--- config.mk ---
export PLATFORM = sky130hd
export DESIGN_NAME = fetch_ras_flat
export DESIGN_NICKNAME = d
export VERILOG_FILES = /design/src/rtl/fetch_ras_if.sv /design/src/rtl/fetch_ras.sv /design/src/flat_wrapper.sv
export SDC_FILE = /design/constraint.sdc
export NUM_CORES = 1
export LEC_CHECK = 0
export BUFFER_PORTS_ARGS = -buffer_cell sky130_fd_sc_hd__buf_2
export CAP_MARGIN = 20
export CORE_UTILIZATION = 62
export DETAILED_ROUTE_END_ITERATION = 12
export PLACE_DENSITY = 0.8
export SETUP_SLACK_MARGIN = 0.4
export SLEW_MARGIN = 20
export SYNTH_ARGS = -nofsm -noshare
export SYNTH_HDL_FRONTEND = slang
export SYNTH_SLANG_ARGS = --single-unit
--- constraint.sdc ---
create_clock -name CLK -period 5.8 [get_ports CLK]
set_clock_uncertainty 0.2 [all_clocks]
set_input_delay 1.74 -clock CLK [delete_from_list [all_inputs] [get_ports CLK]]
set_output_delay 1.74 -clock CLK [all_outputs]
set_load 0.05 [all_outputs]
--- src/rtl/fetch_ras_if.sv ---
`default_nettype none
// ==========================================================================
// fetch_ras_if : push/pop/restore and prediction bus of the fetch RAS  (rev 1.0)
// ==========================================================================
interface fetch_ras_if #(
  parameter int LOG_RAS_ENTRIES = 4
);
  logic                       valid_push;
  logic [37:0]                push_pc38;
  logic                       valid_pop;
  logic                       valid_restore;
  logic [LOG_RAS_ENTRIES-1:0] restore_ras_idx;
  logic [LOG_RAS_ENTRIES:0]   restore_ras_cnt;
  logic                       ret_valid;
  logic [37:0]                ret_pc38;
  logic [LOG_RAS_ENTRIES-1:0] ras_idx;
  logic [LOG_RAS_ENTRIES:0]   ras_cnt;

  modport master (
    output valid_push, push_pc38, valid_pop,
    output valid_restore, restore_ras_idx, restore_ras_cnt,
    input  ret_valid, ret_pc38, ras_idx, ras_cnt
  );

  modport slave (
    input  valid_push, push_pc38, valid_pop,
    input  valid_restore, restore_ras_idx, restore_ras_cnt,
    output ret_valid, ret_pc38, ras_idx, ras_cnt
  );
endinterface
`default_nettype wire

--- src/rtl/fetch_ras.sv ---
`default_nettype none
// ==========================================================================
// fetch_ras : circular return address stack with BCB checkpoint restore  (rev 1.0)
// ==========================================================================
module fetch_ras #(
  parameter int RAS_ENTRIES     = 16,
  parameter int LOG_RAS_ENTRIES = 4
) (
  input  wire logic     CLK,
  input  wire logic     nRST,
  fetch_ras_if.slave    ras
);
  localparam logic [37:0]                c_init_pc38 = 38'h0;
  localparam logic [LOG_RAS_ENTRIES-1:0] c_idx_one   = LOG_RAS_ENTRIES'(1);
  localparam logic [LOG_RAS_ENTRIES:0]   c_cnt_one   = (LOG_RAS_ENTRIES+1)'(1);
  localparam logic [LOG_RAS_ENTRIES:0]   c_cnt_zero  = '0;
  localparam logic [LOG_RAS_ENTRIES:0]   c_cnt_max   = (LOG_RAS_ENTRIES+1)'(RAS_ENTRIES);

  logic [37:0]                r_array [RAS_ENTRIES];
  logic [LOG_RAS_ENTRIES-1:0] r_sp;
  logic [LOG_RAS_ENTRIES:0]   r_cnt;

  logic [LOG_RAS_ENTRIES-1:0] w_sp_m1;
  logic [LOG_RAS_ENTRIES-1:0] w_sp_next;
  logic [LOG_RAS_ENTRIES:0]   w_cnt_next;
  logic                       w_wr_en;
  logic [LOG_RAS_ENTRIES-1:0] w_wr_idx;
  logic                       w_nonempty;

  assign w_sp_m1    = r_sp - c_idx_one;
  assign w_nonempty = (r_cnt != c_cnt_zero);

  // Restore wins over everything; a push+pop on a non-empty stack replaces the top in place.
  always_comb begin
    w_sp_next  = r_sp;
    w_cnt_next = r_cnt;
    w_wr_en    = 1'b0;
    w_wr_idx   = r_sp;
    if (ras.valid_restore) begin
      w_sp_next  = ras.restore_ras_idx;
      w_cnt_next = ras.restore_ras_cnt;
    end else if (ras.valid_push && ras.valid_pop && w_nonempty) begin
      w_wr_en  = 1'b1;
      w_wr_idx = w_sp_m1;
    end else if (ras.valid_push) begin
      w_wr_en    = 1'b1;
      w_wr_idx   = r_sp;
      w_sp_next  = r_sp + c_idx_one;
      w_cnt_next = (r_cnt == c_cnt_max) ? r_cnt : r_cnt + c_cnt_one;
    end else if (ras.valid_pop && w_nonempty) begin
      w_sp_next  = w_sp_m1;
      w_cnt_next = r_cnt - c_cnt_one;
    end
  end

  always_ff @(posedge CLK or negedge nRST) begin
    if (!nRST) begin
      r_sp  <= '0;
      r_cnt <= '0;
    end else begin
      r_sp  <= w_sp_next;
      r_cnt <= w_cnt_next;
    end
  end

  always_ff @(posedge CLK or negedge nRST) begin
    if (!nRST) begin
      for (int i = 0; i < RAS_ENTRIES; i++) begin
        r_array[i] <= c_init_pc38;
      end
    end else if (w_wr_en) begin
      r_array[w_wr_idx] <= ras.push_pc38;
    end
  end

  assign ras.ret_pc38  = r_array[w_sp_m1];
  assign ras.ret_valid = w_nonempty;
  assign ras.ras_idx   = r_sp;
  assign ras.ras_cnt   = r_cnt;
endmodule
`default_nettype wire

--- src/flat_wrapper.sv ---
// flat-port wrapper written by rule: the top's interface ports become plain ports
module fetch_ras_flat 
#(
  parameter int RAS_ENTRIES     = 16,
  parameter int LOG_RAS_ENTRIES = 4
)
  (CLK, nRST, ras_valid_push, ras_push_pc38, ras_valid_pop, ras_valid_restore, ras_restore_ras_idx, ras_restore_ras_cnt, ras_ret_valid, ras_ret_pc38, ras_ras_idx, ras_ras_cnt);
  fetch_ras_if #(.LOG_RAS_ENTRIES(LOG_RAS_ENTRIES)) ras_i ();
  input  wire logic CLK;
  input  wire logic nRST;
  input wire logic [$bits(ras_i.valid_push)-1:0] ras_valid_push;
  input wire logic [$bits(ras_i.push_pc38)-1:0] ras_push_pc38;
  input wire logic [$bits(ras_i.valid_pop)-1:0] ras_valid_pop;
  input wire logic [$bits(ras_i.valid_restore)-1:0] ras_valid_restore;
  input wire logic [$bits(ras_i.restore_ras_idx)-1:0] ras_restore_ras_idx;
  input wire logic [$bits(ras_i.restore_ras_cnt)-1:0] ras_restore_ras_cnt;
  output wire logic [$bits(ras_i.ret_valid)-1:0] ras_ret_valid;
  output wire logic [$bits(ras_i.ret_pc38)-1:0] ras_ret_pc38;
  output wire logic [$bits(ras_i.ras_idx)-1:0] ras_ras_idx;
  output wire logic [$bits(ras_i.ras_cnt)-1:0] ras_ras_cnt;
  assign ras_i.valid_push = ras_valid_push;
  assign ras_i.push_pc38 = ras_push_pc38;
  assign ras_i.valid_pop = ras_valid_pop;
  assign ras_i.valid_restore = ras_valid_restore;
  assign ras_i.restore_ras_idx = ras_restore_ras_idx;
  assign ras_i.restore_ras_cnt = ras_restore_ras_cnt;
  assign ras_ret_valid = ras_i.ret_valid;
  assign ras_ret_pc38 = ras_i.ret_pc38;
  assign ras_ras_idx = ras_i.ras_idx;
  assign ras_ras_cnt = ras_i.ras_cnt;
  fetch_ras #(.RAS_ENTRIES(RAS_ENTRIES), .LOG_RAS_ENTRIES(LOG_RAS_ENTRIES)) u_core (.CLK(CLK), .nRST(nRST), .ras(ras_i));
endmodule
# Yosys cells after proc, flatten, opt, wreduce, memory -nomap -nowiden
# Index checks and enable logic that the tools add are counted.
# word_totals
ff_bits	617
latchBits	0
ram_bits	0
mem_bits_ro	0
in_bits	52
out_inout_bits	48
wordCells	58
memories	0
# classes
add_sub_neg	4
n_mul	0
n_div	0
order_cmp	3
n_eq_ne	3
shift	0
n_mux	20
bitwise	2
n_reduce_logical	8
# op_table
cell	count
608-bit bitwise mux	1
38-bit binary-select mux with 4-bit select	1
38-bit demux with 4-bit select	1
38-bit 2-to-1 mux	3
5-bit 2-to-1 mux	5
4-bit 2-to-1 mux	6
5-bit >= comparator (second input constant)	2
4-bit inverter with 5-bit output	2
5-bit by 1-bit adder with 5-bit output (second input constant)	1
5-bit equality test (second input constant)	1
5-bit by 1-bit less-than comparator with 1-bit output (second input constant)	1
5-bit nonzero test	1
5-bit by 1-bit subtractor with 5-bit output (second input constant)	1
4-bit by 1-bit adder with 4-bit output (second input constant)	1
1-bit logical AND	4
4-bit by 1-bit subtractor with 4-bit output (second input constant)	1
1-bit 2-to-1 mux	3
3-bit != test (second input constant)	1
3-bit AND reduction	1
3-bit nonzero test	1
2-bit != test (second input constant)	1
2-bit AND reduction	1

# Logic depth before layout (Yosys ltp)
# depth
depth_word	10
ltp_mapped	10
ltp_nobuf	7

# Worst setup path before layout
# Ideal clock, no wire load.
# synth_path
path_type	reg-to-output
start	register u_core.r_sp[1], in the netlist u_core.ras.ras_idx[1]
end	output ras_ret_pc38[0]
arrival_ps	3244
t_required_ps	3860
setup_slack_ps	616
path_stages_with_launch	9
path_buffers	4
path_cell_list	dfrtp_1 > clkbuf_1 > inv_1 > ha_1 > clkbuf_1 > clkbuf_1 > clkbuf_1 > mux4_2 > mux4_2
# synth_between
elab_chain_len	5
# synth_lines
element	line_no	source
start: declaration	fetch_ras.sv:20	logic [LOG_RAS_ENTRIES-1:0] r_sp;
start signal: assignment	fetch_ras.sv:61	r_sp <= w_sp_next;
4-bit by 1-bit subtractor with 4-bit output	fetch_ras.sv:30	assign w_sp_m1 = r_sp - c_idx_one;
4-bit inverter with 5-bit output (implied by the code)	fetch_ras.sv:76	assign ras.ret_pc38 = r_array[w_sp_m1];
38-bit binary-select mux with 4-bit select	fetch_ras.sv:76	
38-bit 2-to-1 mux (implied by the code) (2 in series)	fetch_ras.sv:76	
end: declaration	flat_wrapper.sv:18	output wire logic [$bits(ras_i.ret_pc38)-1:0] ras_ret_pc38;
# No other way between the ends. The select of a mux whose other input is x is not followed.

# Worst setup path in the final report
# layout_path
start	register u_core.r_sp[1], in the netlist u_core.ras.ras_idx[1]
end	output ras_ret_pc38[8]
# Same word-level chain as after synthesis.

==> flow_metrics.tcl <==
set metrics [dict create \
    power_density_nw_per_um2 551 \
    power_frac_clock 0.245 \
    seq_power_share 0.421 \
    fp.coreArea_um2 44700 \
    cts_tree "yes" \
    worstReg2RegStart "u_core.ras.ras_idx[1]$_DFFE_PN0P_" \
    dp_hpwl_mm 41.1 \
    irDropWorstVdd_mv 0.402 \
    crit_path_start_kind "register" \
    die_x_um 216 \
    nFillCells 2815 \
    clockBufferDepth 3 \
    r2r_end "u_core.r_array[40]$_DFFE_PN0P_" \
    layout.nets 1974 \
    grt_max_degree 121 \
    initial_core_util 0.634 \
    slew_viol_final 0 \
    combPwrFrac 0.334 \
    finalCritPeriodShare 0.916 \
    post-place-cells 2442 \
    syn_area_um2 28300 \
    first_pass_iters 7 \
    power.switching_uw 5680 \
    grtUsageTotal 0.321 \
    instances_no_fill 2561 \
    synth_cells 1904 \
    startpoint "u_core.ras.ras_idx[1]$_DFFE_PN0P_" \
    via_per_inst 7.02 \
    drv_cap 0 \
    area_growth_pct 11.4 \
    worstSetupEndpoint "ras_ret_pc38[8]" \
    cts_hold_buf 0 \
    dieArea_um2 46600 \
    internal_power_uw 11700 \
    clk_pin_slew_ns 0.06 \
    synth_edf_count 0 \
    fmax_mhz 188 \
    outcome "finished, final reports clean" \
    core.rowCount 77 \
    avgSynthCellArea_um2 14.9 \
    cts_made_buffers 60 \
    grt_overflow_total 0 \
    cts_root_buf "clkbuf_16" \
    max_slew_margin 0.316 \
    worstPathArrival_ns 3.37 \
    drt_iter0_markers 1530 \
    drc_errors 0 \
    grt_pass1_vias 19200 \
    worstPathRequired_ns 3.86 \
    fin_crit_ns 5.31 \
    vias 18000 \
    worst-slew-pin-transition_ns 1.03 \
    ys_seq_area_frac 0.545 \
    synth_seq_cells 617 \
    power.leakage_uw 0.0135 \
    async_flop_share 1.00 \
    ys_types 50 \
    setup_viol_count_final 0 \
    holdWs_ns 0.283 \
    power_uw 17400 \
    crit_path_end_kind "output pin" \
    crit_path_max_fanout 40 \
    p_sw_frac 0.327 \
    place_congestion 0.785 \
    drive_gt1_frac 0.333 \
    die_y_um 216 \
    port-buffer-count 99 \
    synthFlopType "dfrtp_1" \
    rrSetupSlack_ns 1.70 \
    finalSetupTns_ns 0 \
    critical_path.slowest_cell "dfrtp_1" \
    hold_viol_final 0 \
    htreeDepth 2 \
    synth.net_count 1962 \
    cp_common_cell "mux4_2" \
    clkLatencyLatePin_ns 0.60 \
    wl_per_cell_um 28.1 \
    grt_antenna_before_repair 6 \
    cp_cell_sequence "inv_1 -> ha_4 -> buf_12 -> mux4_2 -> mux4_2 -> buf_2" \
    rsz0062_at_grt "no" \
    clock-sinks 617 \
    ioPinCount 100 \
    wl_mm 72.1 \
    ys_warn_count 0 \
    grt_pass1_wl_mm 114 \
    reg2regPathDepth 8 \
    ant_nets 0 \
    slowest_delay_ns 0.54 \
    crit_type "reg -> out" \
    hold_class "reg -> reg" \
    multi_input_area_um2 12100 \
    seq_area_um2 15400 \
]
## registers in the layout, summed over array words and instances, names as in the netlist
name                count
u_core.ras.ras_idx      4
u_core.ras.ras_cnt      5
u_core.r_array        608
## power by group through the flow
stage	sequential [uW]	clock, uW	combinational (uW)
6_report	7320	4270	5810
4_1_cts	7260	4310	5810
2_1_floorplan	6940	0	4520
3_3_place_gp	7160	0	5610
5_1_grt	7500	4480	6140
3_5_place_dp	7280	0	5780
## cells in the final DEF (no fill, tap or decap), drive strengths merged, types with 2 or more instances in the layout
master | synthesis | layout
nand2b | 2 | 2
diode | 0 | 3
mux4 | 190 | 190
o2bb2ai | 305 | 305
or3 | 2 | 2
a31oi | 2 | 2
o21ai | 16 | 16
clkinvlp | 0 | 4
a21oi | 7 | 7
a2bb2oi | 2 | 2
o31ai | 2 | 2
buf | 103 | 152
nor3 | 5 | 5
mux2 | 306 | 306
clkinv | 0 | 12
nor2 | 16 | 16
a311oi | 3 | 3
xnor2 | 8 | 8
nand3 | 5 | 5
bufinv | 0 | 10
o211ai | 4 | 4
ha | 5 | 5
mux2i | 5 | 5
nor2b | 13 | 13
dfrtp | 617 | 617
a21o | 2 | 2
inv | 8 | 11
nand2 | 161 | 161
clkbuf | 99 | 83
and3 | 2 | 2
## metal layers
layer / up-vias / routed length, um / track usage / part of all wire
met1: 9567 / 29500 / 0.462 / 0.41
li1: 7333 / - / - / -
met3: 148 / 5940 / 0.0617 / 0.082
met5: - / 40 / 0 / 0.00055
met2: 920 / 34800 / 0.498 / 0.48
met4: 6 / 1750 / 0.111 / 0.024
## critical path, delay by kind of cell, from the launching register on
family	cells	cell delay [ns]
buf+inv	3	0.75
fa+ha+maj	1	0.50
mux	2	0.95
flops	1	0.54
## final cells by class
cell class | count | area share
flip-flops and latches | 617 | 0.489
multi-input cells | 1077 | 0.383
clock buffers | 83 | 0.0553
repair buffers | 152 | 0.0349
well taps | 592 | 0.0235
clock inverters | 29 | 0.0137
inverters | 8 | 0.000951
diodes | 3 | 0.000238
## through the flow
| stage | instance area (um^2) | util | setup slack (ns) |
|---|---|---|---|
| floorplan | 28300 | - | 0.616 |
| global placement | 29300 | 0.656 | 0.981 |
| detailed placement | 29300 | 0.656 | 0.907 |
| CTS | 31500 | 0.705 | 0.398 |
| global route | 31600 | 0.707 | 0.395 |
| finish | 31600 | 0.707 | 0.490 |
## what timing repair did
action	4_1_cts	5_1_grt
setup endpoints to repair	30	36
pin swaps	0	2
buffers inserted	0	4
gates resized for setup	1	2
## Yosys cell counts, types with 2 or more instances
| master | count | area, um^2 |
|---|---|---|
| a21o_1 | 2 | 15.0 |
| a21oi_1 | 7 | 35.0 |
| a2bb2oi_2 | 2 | 30.0 |
| a311oi_1 | 3 | 26.3 |
| a31oi_1 | 2 | 12.5 |
| and3_1 | 2 | 12.5 |
| buf_1 | 10 | 37.5 |
| buf_2 | 55 | 275 |
| buf_4 | 24 | 180 |
| buf_6 | 14 | 158 |
| clkbuf_1 | 99 | 372 |
| dfrtp_1 | 617 | 15400 |
| ha_1 | 5 | 62.6 |
| inv_1 | 8 | 30.0 |
| mux2_1 | 134 | 1510 |
| mux2_2 | 172 | 1940 |
| mux2i_1 | 4 | 40.0 |
| mux4_2 | 190 | 4280 |
| nand2_1 | 161 | 604 |
| nand2b_1 | 2 | 12.5 |
| nand3_1 | 5 | 25.0 |
| nor2_1 | 14 | 52.6 |
| nor2_2 | 2 | 12.5 |
| nor2b_1 | 11 | 68.8 |
| nor2b_2 | 2 | 17.5 |
| nor3_1 | 5 | 25.0 |
| o211ai_1 | 3 | 22.5 |
| o21ai_0 | 7 | 35.0 |
| o21ai_1 | 8 | 40.0 |
| o2bb2ai_1 | 305 | 2670 |
| o31ai_1 | 2 | 15.0 |
| or3_1 | 2 | 12.5 |
| xnor2_1 | 8 | 70.1 |
## worst min path at each step
stage | cells after the start | to | from
2_1_floorplan | 1 | u_core.r_array[228]$_DFFE_PN0P_ | u_core.r_array[228]$_DFFE_PN0P_
3_3_place_gp | 1 | u_core.r_array[140]$_DFFE_PN0P_ | u_core.r_array[140]$_DFFE_PN0P_
3_5_place_dp | 1 | u_core.r_array[582]$_DFFE_PN0P_ | u_core.r_array[582]$_DFFE_PN0P_
4_1_cts | 1 | u_core.r_array[99]$_DFFE_PN0P_ | u_core.r_array[99]$_DFFE_PN0P_
5_1_grt | 1 | u_core.r_array[403]$_DFFE_PN0P_ | u_core.r_array[403]$_DFFE_PN0P_
6_report | 1 | u_core.r_array[403]$_DFFE_PN0P_ | u_core.r_array[403]$_DFFE_PN0P_
## logic make-up after synthesis
family,count (synthesis),synth area share
multiplexers,501,0.275
XOR/XNOR,9,0.00278
flip-flops,617,0.545
AO/OA/AOI/OAI,349,0.106
AND/OR/NAND/NOR,212,0.0315
buffers and inverters,210,0.0371
adder cells (fa/ha/maj),6,0.00291
Power figures use the tool's default switching activity.
